`src/rtl/fetch_pkg.sv`:
```
// Shared state, redirect-source encoding and parameter defaults for the fetch sequencer.
package fetch_pkg;

   localparam int unsigned     XLEN_DEFAULT     = 32;
   localparam longint unsigned RESET_PC_DEFAULT = 0;

   typedef enum logic [1:0] {IDLE, REQ, WAIT, HOLD} fetch_state_t;

   typedef enum logic [1:0] {SRC_NONE, SRC_BRANCH, SRC_MRET, SRC_TRAP} redir_src_t;

   // Fixed priority: trap > mret > branch.
   function automatic redir_src_t pick_src(input logic trap, input logic mret, input logic branch);
      if (trap)        return SRC_TRAP;
      else if (mret)   return SRC_MRET;
      else if (branch) return SRC_BRANCH;
      else             return SRC_NONE;
   endfunction

endpackage

```
`src/rtl/redirect_arb.sv`:
```
// Combinational priority mux selecting the winning redirect source and its target.
module redirect_arb
   import fetch_pkg::*;
#(
   parameter int unsigned XLEN = XLEN_DEFAULT
) (
   input  logic            trap_req,
   input  logic [XLEN-1:0] trap_pc,
   input  logic            mret_req,
   input  logic [XLEN-1:0] mret_pc,
   input  logic            branch_req,
   input  logic [XLEN-1:0] branch_pc,
   output logic            redir,
   output logic [XLEN-1:0] redir_pc
);

   redir_src_t src;

   always_comb begin
      src      = pick_src(trap_req, mret_req, branch_req);
      redir    = (src != SRC_NONE);
      redir_pc = '0;
      case (src)
         SRC_TRAP:   redir_pc = trap_pc;
         SRC_MRET:   redir_pc = mret_pc;
         SRC_BRANCH: redir_pc = branch_pc;
         default:    redir_pc = '0;
      endcase
   end

endmodule

```
`src/rtl/fetch_ctrl.sv`:
```
// Instruction-fetch sequencer: owns the PC, single-outstanding ibus, redirect handling.
// Define FETCH_MISALIGN_EXC_EN to report misaligned redirect targets instead of aligning them.
module fetch_ctrl
   import fetch_pkg::*;
#(
   parameter int unsigned     XLEN     = XLEN_DEFAULT,
   parameter logic [XLEN-1:0] RESET_PC = XLEN'(RESET_PC_DEFAULT)
) (
   input  logic            clk,
   input  logic            rst,
   input  logic            trap_req,
   input  logic [XLEN-1:0] trap_pc,
   input  logic            mret_req,
   input  logic [XLEN-1:0] mret_pc,
   input  logic            branch_req,
   input  logic [XLEN-1:0] branch_pc,
   output logic            ibus_req,
   output logic [XLEN-1:0] ibus_addr,
   input  logic            ibus_ready,
   input  logic            ibus_rvalid,
   input  logic [XLEN-1:0] ibus_rdata,
   output logic            if_valid,
   output logic [XLEN-1:0] if_pc,
   output logic [XLEN-1:0] if_instr,
   output logic            if_misalign,
   input  logic            if_ready
);

`ifdef FETCH_MISALIGN_EXC_EN
   localparam bit              MISALIGN_EN = 1'b1;
   localparam logic [XLEN-1:0] TGT_MASK    = '1;
`else
   localparam bit              MISALIGN_EN = 1'b0;
   localparam logic [XLEN-1:0] TGT_MASK    = {{(XLEN-2){1'b1}}, 2'b00};
`endif

   fetch_state_t    state;
   logic [XLEN-1:0] pc_reg;
   logic [XLEN-1:0] pend_pc;
   logic [XLEN-1:0] arb_pc;
   logic [XLEN-1:0] redir_pc;
   logic [XLEN-1:0] tgt;
   logic            redir;
   logic            kill;
   logic            pend_vld;
   logic            launch;
   logic            tgt_misaligned;
   logic            misalign_q;

   redirect_arb #(.XLEN(XLEN)) u_arb (
      .trap_req   (trap_req),
      .trap_pc    (trap_pc),
      .mret_req   (mret_req),
      .mret_pc    (mret_pc),
      .branch_req (branch_req),
      .branch_pc  (branch_pc),
      .redir      (redir),
      .redir_pc   (arb_pc)
   );

   assign redir_pc    = arb_pc & TGT_MASK;
   assign ibus_req    = (state == REQ);
   assign ibus_addr   = pc_reg;
   assign if_misalign = misalign_q;

   // Every path that starts a fresh fetch (from IDLE, a discarded response, or HOLD)
   // funnels through one launch target so the misalignment check lives in one place.
   always_comb begin
      launch = 1'b0;
      tgt    = pc_reg;
      unique case (state)
         IDLE: begin
            launch = 1'b1;
            tgt    = redir ? redir_pc : pc_reg;
         end
         WAIT: begin
            if (ibus_rvalid && (kill || pend_vld || redir)) begin
               launch = 1'b1;
               tgt    = redir ? redir_pc : pend_pc;
            end
         end
         HOLD: begin
            if (redir) begin
               launch = 1'b1;
               tgt    = redir_pc;
            end else if (if_ready) begin
               launch = 1'b1;
               tgt    = pc_reg + XLEN'(4);
            end
         end
         default: ;
      endcase
      tgt_misaligned = MISALIGN_EN && (tgt[1:0] != 2'b00);
   end

   always_ff @(posedge clk) begin
      if (rst) begin
         state      <= IDLE;
         pc_reg     <= RESET_PC;
         pend_pc    <= '0;
         kill       <= 1'b0;
         pend_vld   <= 1'b0;
         if_valid   <= 1'b0;
         if_pc      <= '0;
         if_instr   <= '0;
         misalign_q <= 1'b0;
      end else if (launch) begin
         pc_reg   <= tgt;
         kill     <= 1'b0;
         pend_vld <= 1'b0;
         if (tgt_misaligned) begin
            state      <= HOLD;
            if_valid   <= 1'b1;
            if_pc      <= tgt;
            if_instr   <= '0;
            misalign_q <= 1'b1;
         end else begin
            state      <= REQ;
            if_valid   <= 1'b0;
            misalign_q <= 1'b0;
         end
      end else begin
         unique case (state)
            REQ: begin
               // pc_reg stays put so the address on the bus is not disturbed.
               if (redir) begin
                  pend_pc  <= redir_pc;
                  pend_vld <= 1'b1;
                  kill     <= 1'b1;
               end
               if (ibus_ready) state <= WAIT;
            end
            WAIT: begin
               if (ibus_rvalid) begin
                  if_pc      <= pc_reg;
                  if_instr   <= ibus_rdata;
                  if_valid   <= 1'b1;
                  misalign_q <= 1'b0;
                  state      <= HOLD;
               end else if (redir) begin
                  pend_pc  <= redir_pc;
                  pend_vld <= 1'b1;
                  kill     <= 1'b1;
               end
            end
            default: ;
         endcase
      end
   end

endmodule

```
`config.mk`:
```
export PLATFORM = sky130hd
export DESIGN_NAME = fetch_ctrl
export DESIGN_NICKNAME = d
export VERILOG_FILES = /design/src/rtl/fetch_pkg.sv /design/src/rtl/redirect_arb.sv /design/src/rtl/fetch_ctrl.sv
export SDC_FILE = /design/constraint.sdc
export NUM_CORES = 1
export LEC_CHECK = 0
export ABC_AREA = 1
export BUFFER_PORTS_ARGS = -buffer_cell sky130_fd_sc_hd__buf_4
export CAP_MARGIN = 20
export CORE_MARGIN = 2
export CORE_UTILIZATION = 51
export DETAILED_ROUTE_END_ITERATION = 12
export PLACE_DENSITY_LB_ADDON = 0.1
export REMOVE_ABC_BUFFERS = 1
export SYNTH_ARGS = -nofsm -noshare
export SYNTH_HDL_FRONTEND = slang
export SYNTH_SLANG_ARGS = --single-unit
```
`constraint.sdc`:
```
create_clock -name clk -period 2.3 [get_ports clk]
set_input_delay 0.115 -clock clk [delete_from_list [all_inputs] [get_ports clk]]
set_output_delay 0.115 -clock clk [all_outputs]
set_load 0.03 [all_outputs]
```
# Word-level counts from Yosys, hierarchy flattened

Cells that the tools add are included.

Register bits after elaboration: 133
Bits of input ports: 136

Add/sub/neg operators: 1
Equality and inequality tests: 14
Multiplexer cells: 26
Bitwise operators: 1
Reductions and logical operators: 16

Operators by type and width:

| kind                  | number |
|---|---|
| $mux 32               | 6 |
| $pmux 32 s3           | 2 |
| $pmux 32 s2           | 1 |
| $add 32x3->32 const B | 1 |
| $reduce_and 3->1      | 4 |
| $mux 1                | 9 |
| $eq 2x2->1 const B    | 4 |
| $mux 2                | 4 |
| $ne 2x2->1 const B    | 4 |
| $ne 3x3->1 const B    | 2 |
| $reduce_bool 3->1     | 2 |
| $reduce_and 5->1      | 1 |
| $eq 2x1->1 const B    | 2 |
| $pmux 1 s2            | 2 |
| $pmux 2 s2            | 1 |
| $reduce_and 2->1      | 2 |
| $reduce_bool 2->1     | 2 |
| $ne 3x1->1 const B    | 1 |
| $pmux 1 s3            | 1 |
| $logic_not 2->1       | 1 |
| $logic_or 1x1->1      | 2 |
| $ne 2x1->1 const B    | 1 |
| $reduce_or 2->1       | 1 |
| $logic_and 1x1->1     | 1 |
| $not 1->1             | 1 |

# Logic depth before layout (Yosys ltp)

Gate-level depths: netlist (run 1).

Word-level depth: 10
Mapped depth: 13
Gate-level depth less buffers: 12

# Cells and area by module

Synthesis (run 1) repeated with hierarchy kept, for this count alone.

Cells, all modules: 1133
Area total of the unflattened synthesis: 7337.0 um2

By module, submodules not included:

| module       | instances | cells an instance | area each (um2) | seq. area each (um2) |
|---|---|---|---|---|
| fetch_ctrl   | 1         | 983               | 6533.8          | 2662.6 |
| redirect_arb | 1         | 150               | 803.3           | 0.0 |

# Worst setup path after synthesis (run 1)

Ideal clock, no wire load.

Kind: reg2reg
From: reg pc_reg[2], in the netlist ibus_addr[2]
To: reg pc_reg[22], in the netlist ibus_addr[22]
Library setup time: 0.115 ns
Arrival time: 1.709 ns
Path slack: 0.476 ns
Stages on the path, launching flop included: 11
Buffers on the path: 0
Cells stage by stage: dfxtp_1 -> ha_1 -> inv_1 -> nor2_1 -> nand3_1 -> nor2_2 -> nand3_1 -> nand2_1 -> nor2_1 -> nor2_1 -> nor2_1

Cells in the longest elaborated chain, start to end: 4

Ends and longest elaborated chain:

| item                   | line              | source |
|---|---|---|
| from (decl)            | fetch_ctrl.sv:38  | `logic [XLEN-1:0] pc_reg;` |
| from (signal assigned) | fetch_ctrl.sv:108 | `pc_reg <= tgt;` |
| $add 32x3->32          | fetch_ctrl.sv:88  | `tgt = pc_reg + XLEN'(4);` |
| $mux 32                | fetch_ctrl.sv:86  | `end else if (if_ready) begin` |
| $mux 32                | fetch_ctrl.sv:83  | `if (redir) begin` |
| $pmux 32 s3            | fetch_ctrl.sv:71  | `unique case (state)` |

No other way between the ends. The select of a mux whose other input is x is not followed.
A chain may end at the register's enable or synchronous reset.

# Final worst setup path (run 1)

From: reg state[0]
To: reg pc_reg[0], in the netlist ibus_addr[0]

Cells in the longest elaborated chain, start to end: 3

Ends and longest elaborated chain:

| item                                          | line              | source |
|---|---|---|
| from (decl)                                   | fetch_ctrl.sv:37  | `fetch_state_t state;` |
| from (signal assigned)                        | fetch_ctrl.sv:98  | `state <= IDLE;` |
| from (signal assigned)                        | fetch_ctrl.sv:112 | `state <= HOLD;` |
| from (signal assigned)                        | fetch_ctrl.sv:118 | `state <= REQ;` |
| $eq 2x2->1 or $logic_not 2->1 (tied branches) | fetch_ctrl.sv:71  |  |
| $pmux 1 s3 (tied with other cells)            | fetch_ctrl.sv:71  |  |
| $reduce_and 5->1 (no source line)             | -                 |  |

Several ways; a longest one is shown, not always the timed one.

==> summary.txt, run 1 <==
Outcome: finished, final reports clean
Reg2reg path depth: 12
Relative slew margins: 0.577
Non-filler cells, final: 1525
Vias per cell: 5.16
Power Total: 7.63 mW
Gpl congestion: 0.909
Clock Power Share: 0.353
Reg power frac: 0.380
# IOs: 235
P_leak: 4.28 nW
TritonCTS buffer count: 17
Die width: 121 um
Share of the synthesized area in the top cell type: 0.384
CP Data Arrival Time: 2430 ps
Switching share of power: 0.335
Core ar.: 13200 um^2
Post-DP Area: 8720 um^2
Die area: 14600 um^2
Endpoint, Worst Hold: pend_pc[29]
Max incr delay on CP: 470 ps
Layout overhead on the synthesized area: 38.9%
Tcrit/Tclk final: 0.922
FF+latch count, synth: 133
Root Driver: clkbuf_16
Ys async rst share: 0
Predominant post-synthesis flop cell: dfxtp_1
DRT iter0 DRCs: 609
GRT Total Usage: 0.295
Synth Cell Area: 6940 um^2
Post-synth EDFFs: 0
Hold WS: 71.2 ps
RSZ-0062 raised after global routing: false
Worst Setup Path Type: reg -> reg
Startpoint types: flop
Critical Path Sink Type: flop
Synth warn: 0
Clock sink count: 133
Hold Path Class: in -> reg
Layout cells sized above 1: 0.222
H-tree Lvls: 4
Port Buffer Count: 227
R2R setup slack: 180 ps
Global-route wire length before repair: 34800 um
Tmin final: 2120 ps
Vias in the first global route: 7281
Setup repair bufs after CTS: 0
Cells after synthesis: 1097
Worst-path cell chain: inv_1 -> ha_1 -> nand2_1 -> inv_1 -> nand2_1 -> nand2_1 -> nand2_1 -> nand2_1 -> nand2_1 -> nor2_1 -> nor2_1 -> nor2_1
CTS tree: yes
Hold Path Stages: 5
Pwr Density: 793 nW/um^2
Pre-Repair DR Iteration Count: 5
Routed Wire Length: 21100 um
Layout Nets: 1480
Total gr overflow: 0
Count leader, synth: nor2_1
Vias: 7869
FF-to-FF Start: state[0]
Starting Density: 0.524
Synth cell types: 33
Worst path buffer plus inverter count: 2
# DRC: 0
Initial antenna violation count: 0
Max Cap Viol: 0
Final setup skew: 7.27 ps
Row count: 42
Critical-path cell with the highest stage delay: nand2_1
Yosys top cell by area: dfxtp_1
Hold Startpoint: branch_pc[29]
Final instance area: 9630 um^2
Most used cell, CP: nand2_1
Ant diodes: 0
Setup violations, final: 0
Clock slew at reported path FFs: 60 ps
Routed Antenna Nets: 0
Maximum root-to-sink buffer count: 2
Final count of hold timing violations: 0
Commonest cells post-synth: nor2_1 (294), nand2_1 (260), dfxtp_1 (133)
Post-synthesis sequential area ratio: 0.384
DP HPWL: 14200 um
Wire length per cell: 13.9 um
Synth area leaders: dfxtp_1 (38%), nor2_1 (16%), nand2_1 (14%), o21ai_1 (5.1%), nand3_1 (4.5%)
Placed insts: 1463
Internal Power: 5.08 mW
Top delay family on crit path: simple AND/OR/NAND/NOR gates
Critical path peak fanout: 15
Die Height: 121 um
FF-to-FF End: ibus_addr[0]
Largest net degree at the start of global routing: 71
Logic gate share of total power: 0.267
Max Clock Freq: 472 MHz
CP required: 2610 ps
Clk_lat worst skew: 420 ps
Net switching power: 2.56 mW
Avg Cell Area, Syn: 6.32 um^2
Final Slew Violations: 0
Actual slew at the worst max-slew pin: 633 ps
Maximum VDD drop: 0.533 mV
## worst min-delay path: cells and delay by family
family | cells | cell delay [ps]
buffers and inverters | 1 | 70
AND/OR/NAND/NOR | 4 | 270
## logic make-up (layout without fill, tap and decap cells)
group / Yosys count / after routing / synth area share
simple gates: 673 / 673 / 0.398
compound gates: 167 / 167 / 0.121
xor+xnor: 5 / 5 / 0.00631
other cells: 1 / 1 / 0.000541
fa+ha+maj: 5 / 5 / 0.00902
flops: 133 / 133 / 0.384
buf+inv: 113 / 365 / 0.0815
## layer usage
layer / global-route usage / part of all wire / vias up
li1: - / - / 3992
met1: 0.391 / 0.46 / 3528
met2: 0.490 / 0.46 / 325
met3: 0.0608 / 0.076 / 24
met4: 0.0756 / 0.012 / 0
met5: 0 / 0 / -
## sequential cells by signal (all words and copies together) (netlist names)
signal     flops
ibus_addr     32
if_instr      32
if_pc         32
pend_pc       32
state          2
if_valid       1
kill           1
pend_vld       1
## cell usage in the layout, fill, tap and decap left out, types with 5 or more instances in the layout
cell type and instances:
nand4_1 10, o21ai_0 53, dlygate4sd3_1 33, nand2_1 260, nor2_1 292, buf_4 240
nor3_1 21, nand3_1 62, clkbuf_16 17, a21oi_1 42, nor2_2 8, inv_2 5
nand3b_1 6, buf_12 5, inv_1 50, dfxtp_1 133, o21ai_1 70, ha_1 5
## stage by stage
step | util | worst slack [ps] | setup TNS, ps
global placement | 0.658 | 278 | 0
CTS | 0.727 | 173 | 0
floorplan | - | -582 | -46690
detailed placement | 0.658 | 215 | 0
global route | 0.727 | 30.1 | 0
finish | 0.727 | 181 | 0
## worst max-delay path by stage
stage / depth (start not counted) / end / from
final: 12 / ibus_addr[0] / state[0]
after global routing: 11 / pend_pc[25] / state[0]
after CTS: 12 / if_instr[29] / state[0]
after detailed placement: 12 / if_instr[5] / state[0]
after global placement: 10 / ibus_addr[1] / state[0]
after floorplan: 11 / if_instr[0] / state[0]
## final cells by class
type | instances | area, um^2
clock buffer | 20 | 447
clock inverter | 9 | 131
fill | 1131 | 3610
inverter | 58 | 220
multi-input combinational | 851 | 3720
sequential | 133 | 2660
tap | 176 | 220
timing repair buffer | 278 | 2230
## power groups by stage
stage	combinational, mW	clock (mW)	sequential [mW]
global route	2.25	2.82	2.94
detailed placement	1.96	0	2.94
global placement	1.93	0	2.93
floorplan	0.872	0	3.17
CTS	2.02	2.71	2.89
finish	2.04	2.70	2.90
## what timing repair did
action,CTS,global route
endpoints found under the setup margin,0,25
resized for setup,0,1
hold endpoints to repair,39,0
hold buffers,33,0
No activity file was read; power rests on OpenSTA's default activity.
==> inputs of run 2 (changes only) <==
--- a/config.mk
+++ b/config.mk
@@ -9,10 +9,11 @@
 export BUFFER_PORTS_ARGS = -buffer_cell sky130_fd_sc_hd__buf_4
 export CAP_MARGIN = 20
 export CORE_MARGIN = 2
-export CORE_UTILIZATION = 51
+export CORE_UTILIZATION = 52
 export DETAILED_ROUTE_END_ITERATION = 12
 export PLACE_DENSITY_LB_ADDON = 0.1
 export REMOVE_ABC_BUFFERS = 1
 export SYNTH_ARGS = -nofsm -noshare
 export SYNTH_HDL_FRONTEND = slang
+export SYNTH_HIERARCHICAL = 1
 export SYNTH_SLANG_ARGS = --single-unit
==> summary.txt, run 2 <==
Routed Antenna Nets: 0 (unchanged)
Tmin final: 2150 ps (+31.7 ps)
Starting Density: 0.530 (+0.00617)
CP Data Arrival Time: 2490 ps (+60 ps)
Layout Nets: 1497 (+1.1%)
Clk_lat worst skew: 420 ps (about the same)
Root Driver: clkbuf_16
Hold WS: 103 ps (+32.2 ps)
Hold Path Class: in -> reg
Synth warn: 6 (+6)
Maximum root-to-sink buffer count: 2 (unchanged)
Port Buffer Count: 227 (unchanged)
Die area: 15000 um^2 (+3.1%)
Die width: 122 um (+1.5%)
Initial antenna violation count: 0 (unchanged)
Commonest non-fill, non-tap cell in the layout: buf_4
# DRC: 0 (unchanged)
Vias: 8345 (+6.0%)
Fillcell total: 1161 (+2.7%)
Max layer used: met4
Max Clock Freq: 465 MHz (-1.5%)
Layout cells sized above 1: 0.228 (+0.00568)
DRT iter0 DRCs: 781 (+28%)
Die Height: 122 um (+1.5%)
Cells after synthesis: 1125 (+2.6%)
Pre-Repair DR Iteration Count: 7 (+2)
Util after Layout: 0.724 (-0.00358)
Gpl congestion: 0.852 (-6.3%)
Outcome: finished, final reports clean
Synth Cell Area: 7300 um^2 (+5.2%)
GRT Total Usage: 0.303 (+0.00811)
Worst-path cell chain: inv_1 -> ha_1 -> nand2_4 -> inv_2 -> nand2_1 -> nand3_2 -> nand2_2 -> inv_4 -> nor2_8 -> buf_6 -> o21ai_0 -> a21oi_1
Largest net degree at the start of global routing: 69 (-2.8%)
Setup violations, final: 0 (unchanged)
Final setup skew: 5.32 ps (-1.95 ps)
Actual slew at the worst max-slew pin: 579 ps (-54.4 ps)
Met2 wire length: 11500 um (+19%)
Startpoint types: flop
Final instance area: 9970 um^2 (+3.5%)
DP HPWL: 15300 um (+7.7%)
Routed Wire Length: 23100 um (+9.3%)
Commonest non-fill, non-tap cells in the layout: buf_4 (247), nand2_1 (214), nor2_1 (196), o21ai_0 (135), dfxtp_1 (133)
Avg Cell Area, Syn: 6.49 um^2 (+2.6%)
Core ar.: 13800 um^2 (+4.0%)
Critical path peak fanout: 18 (+3)
Critical-path cell with the highest stage delay: dfxtp_1
Final Slew Violations: 0 (unchanged)
Layout overhead on the synthesized area: 36.6%
Total gr overflow: 0 (unchanged)
Post-DP Area: 9040 um^2 (+3.7%)
CP required: 2640 ps (+30 ps)
CTS tree: yes
Clock sink count: 133 (unchanged)
Vias in the first global route: 7616 (+4.6%)
Clock slew at reported path FFs: 50 ps (about the same)
Tcrit/Tclk final: 0.935 (+0.0138)
P_leak: 4.84 nW (+13%)
# IOs: 235 (unchanged)
Max Cap Viol: 0 (unchanged)
Critical Path Sink Type: flop
Vias per cell: 5.39 (+4.5%)
Worst Setup Path Type: reg -> reg
Max incr delay on CP: 430 ps (-40 ps)
Wire length per cell: 14.9 um (+7.7%)
Ant diodes: 0 (unchanged)
Maximum VDD drop: 0.610 mV (+14%)
Relative slew margins: 0.614 (+0.0373)
Setup TNS: 0 ps (unchanged)
Final count of hold timing violations: 0 (unchanged)
Met3 routed WL: 1180 um (-27%)
Met1 WL: 9630 um (about the same)
Row count: 43 (+2.4%)
RSZ-0062 raised after global routing: false
TritonCTS buffer count: 17 (unchanged)
Pwr Density: 772 nW/um^2 (-2.5%)
H-tree Lvls: 4 (unchanged)
Global-route wire length before repair: 36300 um (+4.4%)
==> run 2: repair_timing <==
| action | CTS | global route |
|---|---|---|
| setup buffers | 0 | 1 |
| endpoints found under the hold margin | 37 | 0 |
| gates resized for setup | 0 | 3 |
| endpoints found under the setup margin | 0 | 43 |
| hold buffers | 33 | 0 |
==> run 2: metrics by stage <==
stage / power (mW) / std cells / worst slack, ps
floorplan: 4.12 / 1052 / -567
global placement: 5.00 / 1482 / 239
detailed placement: 5.04 / 1482 / 104
CTS: 7.67 / 1546 / 99.3
global route: 8.07 / 1548 / 14.7
finish: 7.70 / 1548 / 149
==> run 2: path summary, 6_finish.rpt <==
check,end,slack (ps),from,depth (start not counted)
worst min register to register,pend_pc[1],450,pend_pc[1],2
worst min-delay path,state[0],100,ibus_ready,4
worst max register to register,if_pc[12],150,state[0],12
worst max-delay path,if_pc[12],150,state[0],12
==> run 2: layout make-up <==
class                   instances  area, um^2  share of cell area
inverters                      83         319              0.0320
clock buffers                  21         450              0.0452
repair buffers                285        2280               0.229
flip-flops and latches        133        2660               0.267
well taps                     180         225              0.0226
multi-input cells             836        3920               0.393
clock inverters                10         108              0.0108
==> run 2: where the power goes <==
part	leakage [nW]	switching [mW]	total [mW]	internal, mW
registers	1.08	0.271	2.85	2.58
clock network	0.280	1.01	2.61	1.61
logic	3.48	1.40	2.24	0.842
==> run 2: layer usage <==
layer / track usage / vias to the layer above
li1: - / 4141
met1: 0.374 / 3869
met2: 0.513 / 274
met3: 0.0511 / 61
met4: 0.144 / 0
met5: 0 / -
==> run 2: critical path: cells and delay by family, from the launching register on <==
| family | cells | cell delay (ps) |
|---|---|---|
| AND/OR/NAND/NOR | 5 | 640 |
| buffers and inverters | 4 | 440 |
| flip-flops | 1 | 430 |
| AO/OA/AOI/OAI | 2 | 310 |
| adder cells (fa/ha/maj) | 1 | 250 |
==> inputs of run 3 (changes only) <==
--- a/config.mk
+++ b/config.mk
@@ -9,7 +9,7 @@
 export BUFFER_PORTS_ARGS = -buffer_cell sky130_fd_sc_hd__buf_4
 export CAP_MARGIN = 20
 export CORE_MARGIN = 2
-export CORE_UTILIZATION = 52
+export CORE_UTILIZATION = 45
 export DETAILED_ROUTE_END_ITERATION = 12
 export PLACE_DENSITY_LB_ADDON = 0.1
 export REMOVE_ABC_BUFFERS = 1
==> summary.txt, run 3 (same netlist as run 2, synthesis figures left out) <==
Storage element area: 2660 um^2 (about the same)
Die width: 131 um (+7.3%)
Vias per cell: 5.12 (-5.1%)
GRT Total Usage: 0.261 (-0.0416)
Met1 track demand over resource: 0.321 (-0.0531)
Clock slew at reported path FFs: 60 ps (about the same)
# IOs: 235 (unchanged)
Final setup skew: 9.42 ps (+4.10 ps)
Post-DP Area: 9100 um^2 (+0.64%)
Power Total: 7.87 mW (+2.2%)
Maximum root-to-sink buffer count: 2 (unchanged)
Layout cells sized above 1: 0.230 (+0.00219)
Clock sink count: 133 (unchanged)
Die Height: 131 um (+7.3%)
Outcome: finished, final reports clean
Startpoint types: flop
Hold Path Class: in -> reg
DP HPWL: 15800 um (+3.1%)
Final count of hold timing violations: 0 (unchanged)
CP required: 2610 ps (-30 ps)
Max Clock Freq: 474 MHz (+2.0%)
Worst Setup Path Type: reg -> reg
Gpl congestion: 0.878 (+3.1%)
Starting Density: 0.460 (-0.0705)
Setup violations, final: 0 (unchanged)
Port Buffer Count: 227 (unchanged)
CP Data Arrival Time: 2420 ps (-70 ps)
Fillcell total: 1521 (+31%)
Multi-input logic area: 3920 um^2 (unchanged)
TritonCTS buffer count: 17 (unchanged)
Initial antenna violation count: 0 (unchanged)
DRT iter0 DRCs: 563 (-28%)
Actual slew at the worst max-slew pin: 642 ps (+63.6 ps)
Row count: 46 (+7.0%)
Routing usage on met2: 0.447 (-0.0654)
Max Cap Viol: 0 (unchanged)
Largest net degree at the start of global routing: 49 (-29%)
Final Slew Violations: 0 (unchanged)
Commonest non-fill, non-tap cell in the layout: buf_4
Maximum VDD drop: 0.662 mV (+8.4%)
Layout overhead on the synthesized area: 37.8%
Setup repair bufs after CTS: 0 (unchanged)
Vias in the first global route: 7690 (+0.97%)
Critical Path Sink Type: flop
Pwr Density: 782 nW/um^2 (+1.3%)
Pre-Repair DR Iteration Count: 5 (-2)
P_leak: 4.86 nW (+0.28%)
Wire length per cell: 14.5 um (-3.0%)
H-tree Lvls: 4 (unchanged)
Ant diodes: 0 (unchanged)
Die area: 17300 um^2 (+15%)
Core ar.: 15900 um^2 (+15%)
Busiest grt layer: met2
Root Driver: clkbuf_16
CTS tree: yes
# DRC: 0 (unchanged)
Tcrit/Tclk final: 0.917 (-0.0182)
Global-route wire length before repair: 37300 um (+2.6%)
Routing usage on met3: 0.0610 (+0.00984)
Routed Antenna Nets: 0 (unchanged)
Routed Wire Length: 22900 um (-0.78%)
Critical path peak fanout: 20 (+2)
Clk_lat worst skew: 420 ps (about the same)
Total gr overflow: 0 (unchanged)
Tmin final: 2110 ps (-41.8 ps)
Commonest non-fill, non-tap cells in the layout: buf_4 (245), nand2_1 (214), nor2_1 (196), o21ai_0 (135), dfxtp_1 (132)
RSZ-0062 raised after global routing: false
Vias: 8105 (-2.9%)
Layout Nets: 1496 (-0.067%)
Final instance area: 10100 um^2 (+0.93%)
Relative slew margins: 0.571 (-0.0430)
==> run 3: cell count changes in the layout (fill, tap and decap cells not counted), sizes merged <==
| cell | change |
|---|---|
| buf | -1 |
| bufinv | +1 |
| clkbuf | -2 |
| clkinv | -1 |
| clkinvlp | +2 |
| inv | +1 |
==> run 3: path summary, 6_finish.rpt <==
check                                start            end  slack, ps  cells past startpoint
worst max-delay path              state[1]  ibus_addr[13]        190                     11
worst min-delay path            ibus_ready       state[0]         90                      4
worst max register to register    state[1]  ibus_addr[13]        190                     11
worst min register to register  pend_pc[0]     pend_pc[0]        440                      2
==> run 3: critical path: stages, from the launching register on <==
cell	delay (ps)
dfxtp_1	400
ha_1	370
o21ai_0	200
nand3_2	150
nand2_2	90
inv_4	140
nand2_2	150
buf_12	200
inv_4	100
nand2_1	60
nor2_1	100
nor2_1	40
==> run 3: cell type report <==
cell class,count,share of cell area
Timing Repair Buffer,284,0.227
Inverter,83,0.0317
Multi-Input combinational cell,836,0.390
Clock buffer,19,0.0440
Tap cell,216,0.0269
Sequential cell,133,0.265
Clock inverter,13,0.0155
==> run 3: power breakdown <==
group	internal [mW]	switching [mW]
logic	0.859	1.41
registers	2.58	0.260
clock network	1.73	1.03
==> run 3: per-stage QoR <==
stage          instances  setup WS [ps]  utilization  hold slack, ps  setup TNS, ps
2_1_floorplan       1052           -567            -             184         -47520
3_3_place_gp        1518            238        0.573             335              0
3_5_place_dp        1518            169        0.573             343              0
4_1_cts             1583            118        0.631            75.3              0
5_1_grt             1584           27.3        0.633            96.5              0
6_report            1584            191        0.633            89.0              0
==> run 3: timing repair <==
action / CTS / global route
hold buffers: 33 / 0
setup endpoints to repair: 0 / 41
resized for setup: 0 / 4
endpoints found under the hold margin: 37 / 0
==> run 3: per-layer routing <==
metal,vias to the layer above,share of wire,routed length (um)
met3,44,0.052,1190
met5,-,0,0
met4,0,0.026,590
met2,218,0.49,11200
li1,4136,-,-
met1,3707,0.43,9890
